**config.mk**
```make
export PLATFORM = sky130hd
export DESIGN_NAME = ucode_loader
export DESIGN_NICKNAME = d
export VERILOG_FILES = /design/src/rtl/ucode_loader.sv
export SDC_FILE = /design/constraint.sdc
export NUM_CORES = 1
export LEC_CHECK = 0
export BUFFER_PORTS_ARGS = -buffer_cell sky130_fd_sc_hd__buf_4
export CORE_MARGIN = 4
export CORE_UTILIZATION = 30
export DETAILED_ROUTE_END_ITERATION = 8
export GPL_TIMING_DRIVEN = 0
export PLACE_DENSITY = 0.49
export SETUP_SLACK_MARGIN = 0.02
export SYNTH_ARGS = -nofsm -noshare
export SYNTH_HDL_FRONTEND = slang
export SYNTH_SLANG_ARGS = --single-unit
```
**constraint.sdc**
```tcl
create_clock -name clk -period 2.65 [get_ports clk]
set_input_delay 0.1325 -clock clk [delete_from_list [all_inputs] [get_ports clk]]
set_output_delay 0.1325 -clock clk [all_outputs]
set_load 0.01 [all_outputs]
```
**src/rtl/ucode_loader.sv**
```systemverilog
// Microcode control-store loader: byte-serial frames (header, N words LSB-first, optional checksum) written into a 1R1W store.
// Build option UCODE_CHECKSUM_EN adds the trailing XOR checksum byte and the sticky err flag.
module ucode_loader #(
  parameter int WORD_BYTES = 4,
  parameter int ADDR_W     = 5
) (
  input  logic                    clk,
  input  logic                    reset,
  input  logic                    ld_valid,
  output logic                    ld_ready,
  input  logic [7:0]              ld_data,
  input  logic [ADDR_W-1:0]       rd_addr,
  output logic [8*WORD_BYTES-1:0] rd_data,
  output logic                    busy,
  output logic                    done,
  output logic                    err
);

  localparam int WW = 8 * WORD_BYTES;
  localparam int BW = (WORD_BYTES > 1) ? $clog2(WORD_BYTES) : 1;

  typedef enum logic [1:0] {S_HDR, S_DATA, S_CSUM, S_DONE} state_t;

  state_t            state, state_nx;
  logic [BW-1:0]     byte_cnt;
  logic [2:0]        word_cnt;
  logic [2:0]        word_last;
  logic [ADDR_W-1:0] start;
  logic [WW-1:0]     word_buf;
  logic [WW-1:0]     word_nx;
  logic              wr_en;
  logic [ADDR_W-1:0] wr_addr;
  logic [WW-1:0]     wr_data;
  logic              accept;
  logic              last_byte;
  logic              last_word;

  logic [WW-1:0] mem [2**ADDR_W];

  assign ld_ready  = (state != S_DONE);
  assign busy      = (state != S_HDR);
  assign done      = (state == S_DONE);
  assign accept    = ld_valid & ld_ready;
  assign last_byte = (byte_cnt == BW'(WORD_BYTES - 1));
  assign last_word = (word_cnt == word_last);

  // Incoming byte merged into the word being assembled.
  always_comb begin
    word_nx = word_buf;
    word_nx[{byte_cnt, 3'b000} +: 8] = ld_data;
  end

  always_comb begin
    state_nx = state;
    case (state)
      S_HDR:  if (accept) state_nx = S_DATA;
      S_DATA: if (accept && last_byte && last_word) begin
`ifdef UCODE_CHECKSUM_EN
        state_nx = S_CSUM;
`else
        state_nx = S_DONE;
`endif
      end
`ifdef UCODE_CHECKSUM_EN
      S_CSUM: if (accept) state_nx = S_DONE;
`endif
      S_DONE: state_nx = S_HDR;
      default: state_nx = S_HDR;
    endcase
  end

  always_ff @(posedge clk) begin
    if (!reset) begin
      state    <= S_HDR;
      byte_cnt <= '0;
      word_cnt <= '0;
      wr_en    <= 1'b0;
    end else begin
      state <= state_nx;
      wr_en <= 1'b0;
      if (accept) begin
        case (state)
          S_HDR: begin
            start     <= ADDR_W'(ld_data[4:0]);
            word_last <= ld_data[7:5];
            word_cnt  <= '0;
            byte_cnt  <= '0;
          end
          S_DATA: begin
            word_buf <= word_nx;
            if (last_byte) begin
              // Only complete words are committed; the write lands one cycle later.
              byte_cnt <= '0;
              word_cnt <= word_cnt + 3'd1;
              wr_en    <= 1'b1;
              wr_addr  <= start + ADDR_W'(word_cnt);
              wr_data  <= word_nx;
            end else begin
              byte_cnt <= byte_cnt + BW'(1);
            end
          end
          default: ;
        endcase
      end
    end
  end

`ifdef UCODE_CHECKSUM_EN
  logic [7:0] csum;
  logic       err_q;

  always_ff @(posedge clk) begin
    if (!reset) begin
      err_q <= 1'b0;
      csum  <= '0;
    end else if (accept) begin
      case (state)
        S_HDR:   csum <= ld_data;
        S_DATA:  csum <= csum ^ ld_data;
        S_CSUM:  if (ld_data != csum) err_q <= 1'b1;
        default: ;
      endcase
    end
  end

  assign err = err_q;
`else
  assign err = 1'b0;
`endif

  // Store is not reset; a write already pending when reset hits still completes.
  always_ff @(posedge clk) begin
    if (wr_en) mem[wr_addr] <= wr_data;
  end

  always_ff @(posedge clk) begin
    if (!reset) rd_data <= '0;
    else        rd_data <= mem[rd_addr];
  end

endmodule

```
==> flow_metrics.env <==
export IMPL_fp_dieH_um=387
export IMPL_ys_flop_type="edfxtp_1"
export IMPL_p_int_mw=29.4
export IMPL_slowest_delay_ps=790
export IMPL_io_buffers=46
export IMPL_finalCriticalPeriod_ps=2520
export IMPL_hold_violations=0
export IMPL_critPathSlowestCell="nor2_4"
export IMPL_place_congestion=0.765
export IMPL_placed_cells=3933
export IMPL_critPathKind="reg -> reg"
export IMPL_syn_inst=1958
export IMPL_synth_top_area_cell="edfxtp_1"
export IMPL_first_iter_violations=1902
export IMPL_vdd_ir_drop_max_v=0.000537
export IMPL_finalSetupViolCount=0
export IMPL_grt_pass1_wl_mm=161
export IMPL_cts_num_sinks=1141
export IMPL_pwr_density_cell_mw_per_mm2=723
export IMPL_reg2reg_depth=3
export IMPL_clkPwrFrac_pct=43.5
export IMPL_p_sw_share_pct=21.1
export IMPL_setup_slack_ps=133
export IMPL_firstDrtPassIters=5
export IMPL_p_comb_share_pct=4.0
export IMPL_via_per_inst=4.91
export IMPL_htree_levels=3
export IMPL_io_pins=52
export IMPL_finalWirelength_mm=113
export IMPL_leakagePower_nw=16.2
export IMPL_path_clk_slew_ps=60
export IMPL_num_vias=20700
export IMPL_hold_depth=2
export IMPL_avgRoutedWirePerCell_um=26.8
export IMPL_fp_row_count=138
export IMPL_cts_made_buffers=119
export IMPL_crit_arrival_ps=2930
export IMPL_layout_common_cells="edfxtp_1, mux4_2, clkbuf_16"
export IMPL_yosysSeqAreaShare_pct=78.6
export IMPL_worst_slew_pin_slew_ps=1320
export IMPL_grt_usage_pct=14.8
export IMPL_syn_to_final_growth_pct=19.5
export IMPL_path_max_fanout=20
export IMPL_reg2reg_to="mem[23][2]$_DFFE_PP_"
export IMPL_dp_slack_ps=-504
export IMPL_cp_cell_sequence="nand3_1, nor2_4, buf_12"
export IMPL_yosys_top_cells_area="edfxtp_1, mux4_2, dfxtp_1"
export IMPL_async_reset_ff_share_pct=0
export IMPL_cts_tree="done"
export IMPL_detailed_place_hpwl_mm=74.0
export IMPL_yosys_warnings=0
export IMPL_nets=2248
export IMPL_fmax_ghz=0.397
export IMPL_timing_final_crit_share_pct=95.0
export IMPL_design_core_area_sq_mm=0.142
export IMPL_ant_nets=0
export IMPL_synth_nets=1985
export IMPL_relSlewSlack_pct=11.8
export IMPL_synth_edf_count=1101
export IMPL_rsz0062_at_grt="no"
export IMPL_status="finished clean"
export IMPL_antenna_found_initial=3
export IMPL_finalNonFillerCells=4219
export IMPL_holdPathEnd="rd_data[0]$_SDFF_PN0_"
export IMPL_final_common_cell="edfxtp_1"
export IMPL_worstPathRequired_ps=3060
export IMPL_grt_pass1_vias=21700
export IMPL_start_util_pct=30.3
export IMPL_crit_reg2reg_launch="wr_addr[0]$_DFFE_PP_"
export IMPL_maxCapViolCount=0
export IMPL_skew_ps=15.5
export IMPL_grt_max_degree=39
export IMPL_syn_avg_cell_area_sq_um=22.0
export IMPL_power_frac_seq_pct=52.5
export IMPL_clockBufferDepth=3
export IMPL_clk_latency_ps=720
export IMPL_hold_path_class="in -> reg"
export IMPL_cts_root_buf="clkbuf_16"
export IMPL_synth_top_cell_area_share_pct=76.7
export IMPL_detail_route_drc_violations=0
export IMPL_worstSetupEndpointType="flip-flop"
export IMPL_drv_slew=0
export IMPL_min_from="rd_addr[4]"
export IMPL_grt_ovfl_total=0
export IMPL_start_kind="flip-flop"
export IMPL_syn_area_sq_mm=0.0431
export IMPL_yosysUniqueCellTypes=45
export IMPL_die_w_um=387
export IMPL_ff2ff_setup_slack_ps=130
export IMPL_die_area_sq_mm=0.150
export IMPL_drive_gt1_share_pct=29.6
export IMPL_ys_ff_latch=1141
export IMPL_p_switching_mw=7.86
## worst max-delay path by stage
stage	start	end	slack, ps	cells past startpoint
global placement	wr_addr[1]$_DFFE_PP_	mem[8][18]$_DFFE_PP_	-2470	3
detailed placement	rd_addr[3]	rd_data[13]$_SDFF_PN0_	-500	6
finish	wr_addr[0]$_DFFE_PP_	mem[23][2]$_DFFE_PP_	130	3
floorplan	wr_addr[1]$_DFFE_PP_	mem[28][0]$_DFFE_PP_	-190	3
CTS	wr_addr[0]$_DFFE_PP_	mem[14][19]$_DFFE_PP_	-60	3
global route	wr_addr[0]$_DFFE_PP_	mem[23][16]$_DFFE_PP_	20	3
## worst max-delay path: cells and delay by family, from the launching register on
family / cells / cell delay (ps)
buffers and inverters: 1 / 270
DFF: 1 / 380
and+or+nand+nor: 2 / 1540
## cells by family after synthesis
kind of cell               synth area share [%]
AOI/OAI and AO/OA                          3.27
xor gates and xnor gates                  0.122
adders and majority gates                 0.337
buffers and inverters                      1.52
DFF                                        78.6
muxes                                      14.9
other                                   0.00870
and+or+nand+nor                            1.32
## synthesized netlist by cell type (3+ instances only)
cell,n
o2111ai_1,9
edfxtp_1,1101
and2_1,3
a22o_1,16
nor2b_1,9
nor3_1,3
nand2_1,43
clkbuf_1,47
o21ai_0,40
dfxtp_1,40
nor2_1,40
xnor2_1,6
a221oi_1,23
buf_2,35
nor3b_1,3
mux2_2,64
nand3b_1,5
mux4_2,224
o221ai_1,32
a22oi_1,33
buf_6,3
ha_1,10
nand3_1,3
inv_1,26
a31oi_1,32
mux2i_1,64
and3_1,3
buf_4,17
## area by class of cell
type,instances,area (sq um)
antenna,3,7.51
multi-input combinational,687,8840
clock inverter,90,731
tap,1890,2360
inverter,26,97.6
timing repair buffer,141,1990
fill,12900,90600
sequential,1141,33900
buffer,105,557
clock buffer,136,3060
## stage by stage
| stage | hold slack, ps | total power [mW] | utilization, % | instance area (sq um) | TNS (ps) |
|---|---|---|---|---|---|
| 2_1_floorplan | 231 | 20.8 | - | 43100 | -49380 |
| 3_3_place_gp | 386 | 21.4 | 32.2 | 45800 | -1769590 |
| 3_5_place_dp | 394 | 21.4 | 33.1 | 47000 | -38670 |
| 4_1_cts | 71.9 | 37.7 | 36.1 | 51300 | -3710 |
| 5_1_grt | 168 | 38.5 | 36.2 | 51500 | 0 |
| 6_report | 147 | 37.3 | 36.3 | 51500 | 0 |
## repair_timing
| action | in CTS | in global routing |
|---|---|---|
| endpoints found under the setup margin | 368 | 247 |
| hold buffers | 9 | 0 |
| endpoints found under the hold margin | 78 | 0 |
| gates resized for setup | 2 | 0 |
| gates cloned | 1 | 0 |
| pin swaps | 20 | 8 |
| buffers inserted | 30 | 17 |
## state kept, by name (all words and copies together), names as in the netlist
| register | cells |
|---|---|
| rd_data | 32 |
| word_buf | 32 |
| start | 5 |
| state | 2 |
| byte_cnt | 2 |
| mem | 1024 |
| word_cnt | 3 |
| wr_data | 32 |
| wr_addr | 5 |
| word_last | 3 |
| wr_en | 1 |
## routing by layer
metal | vias up | part of all wire (%) | global-route usage, %
li1 | 8798 | - | -
met1 | 11100 | 43 | 19.9
met2 | 647 | 48 | 24.3
met3 | 167 | 6.4 | 3.72
met4 | 2 | 2.1 | 3.53
met5 | - | 0.014 | 0
## power by group through the flow
stage | logic, mW | registers, mW | clock network (mW)
after floorplan | 0.862 | 20.0 | 0
after global placement | 1.48 | 20.0 | 0
after detailed placement | 1.49 | 20.0 | 0
after CTS | 1.51 | 19.6 | 16.6
after global routing | 1.58 | 19.6 | 17.4
final | 1.48 | 19.6 | 16.2
Power figures use the tool's default switching activity.
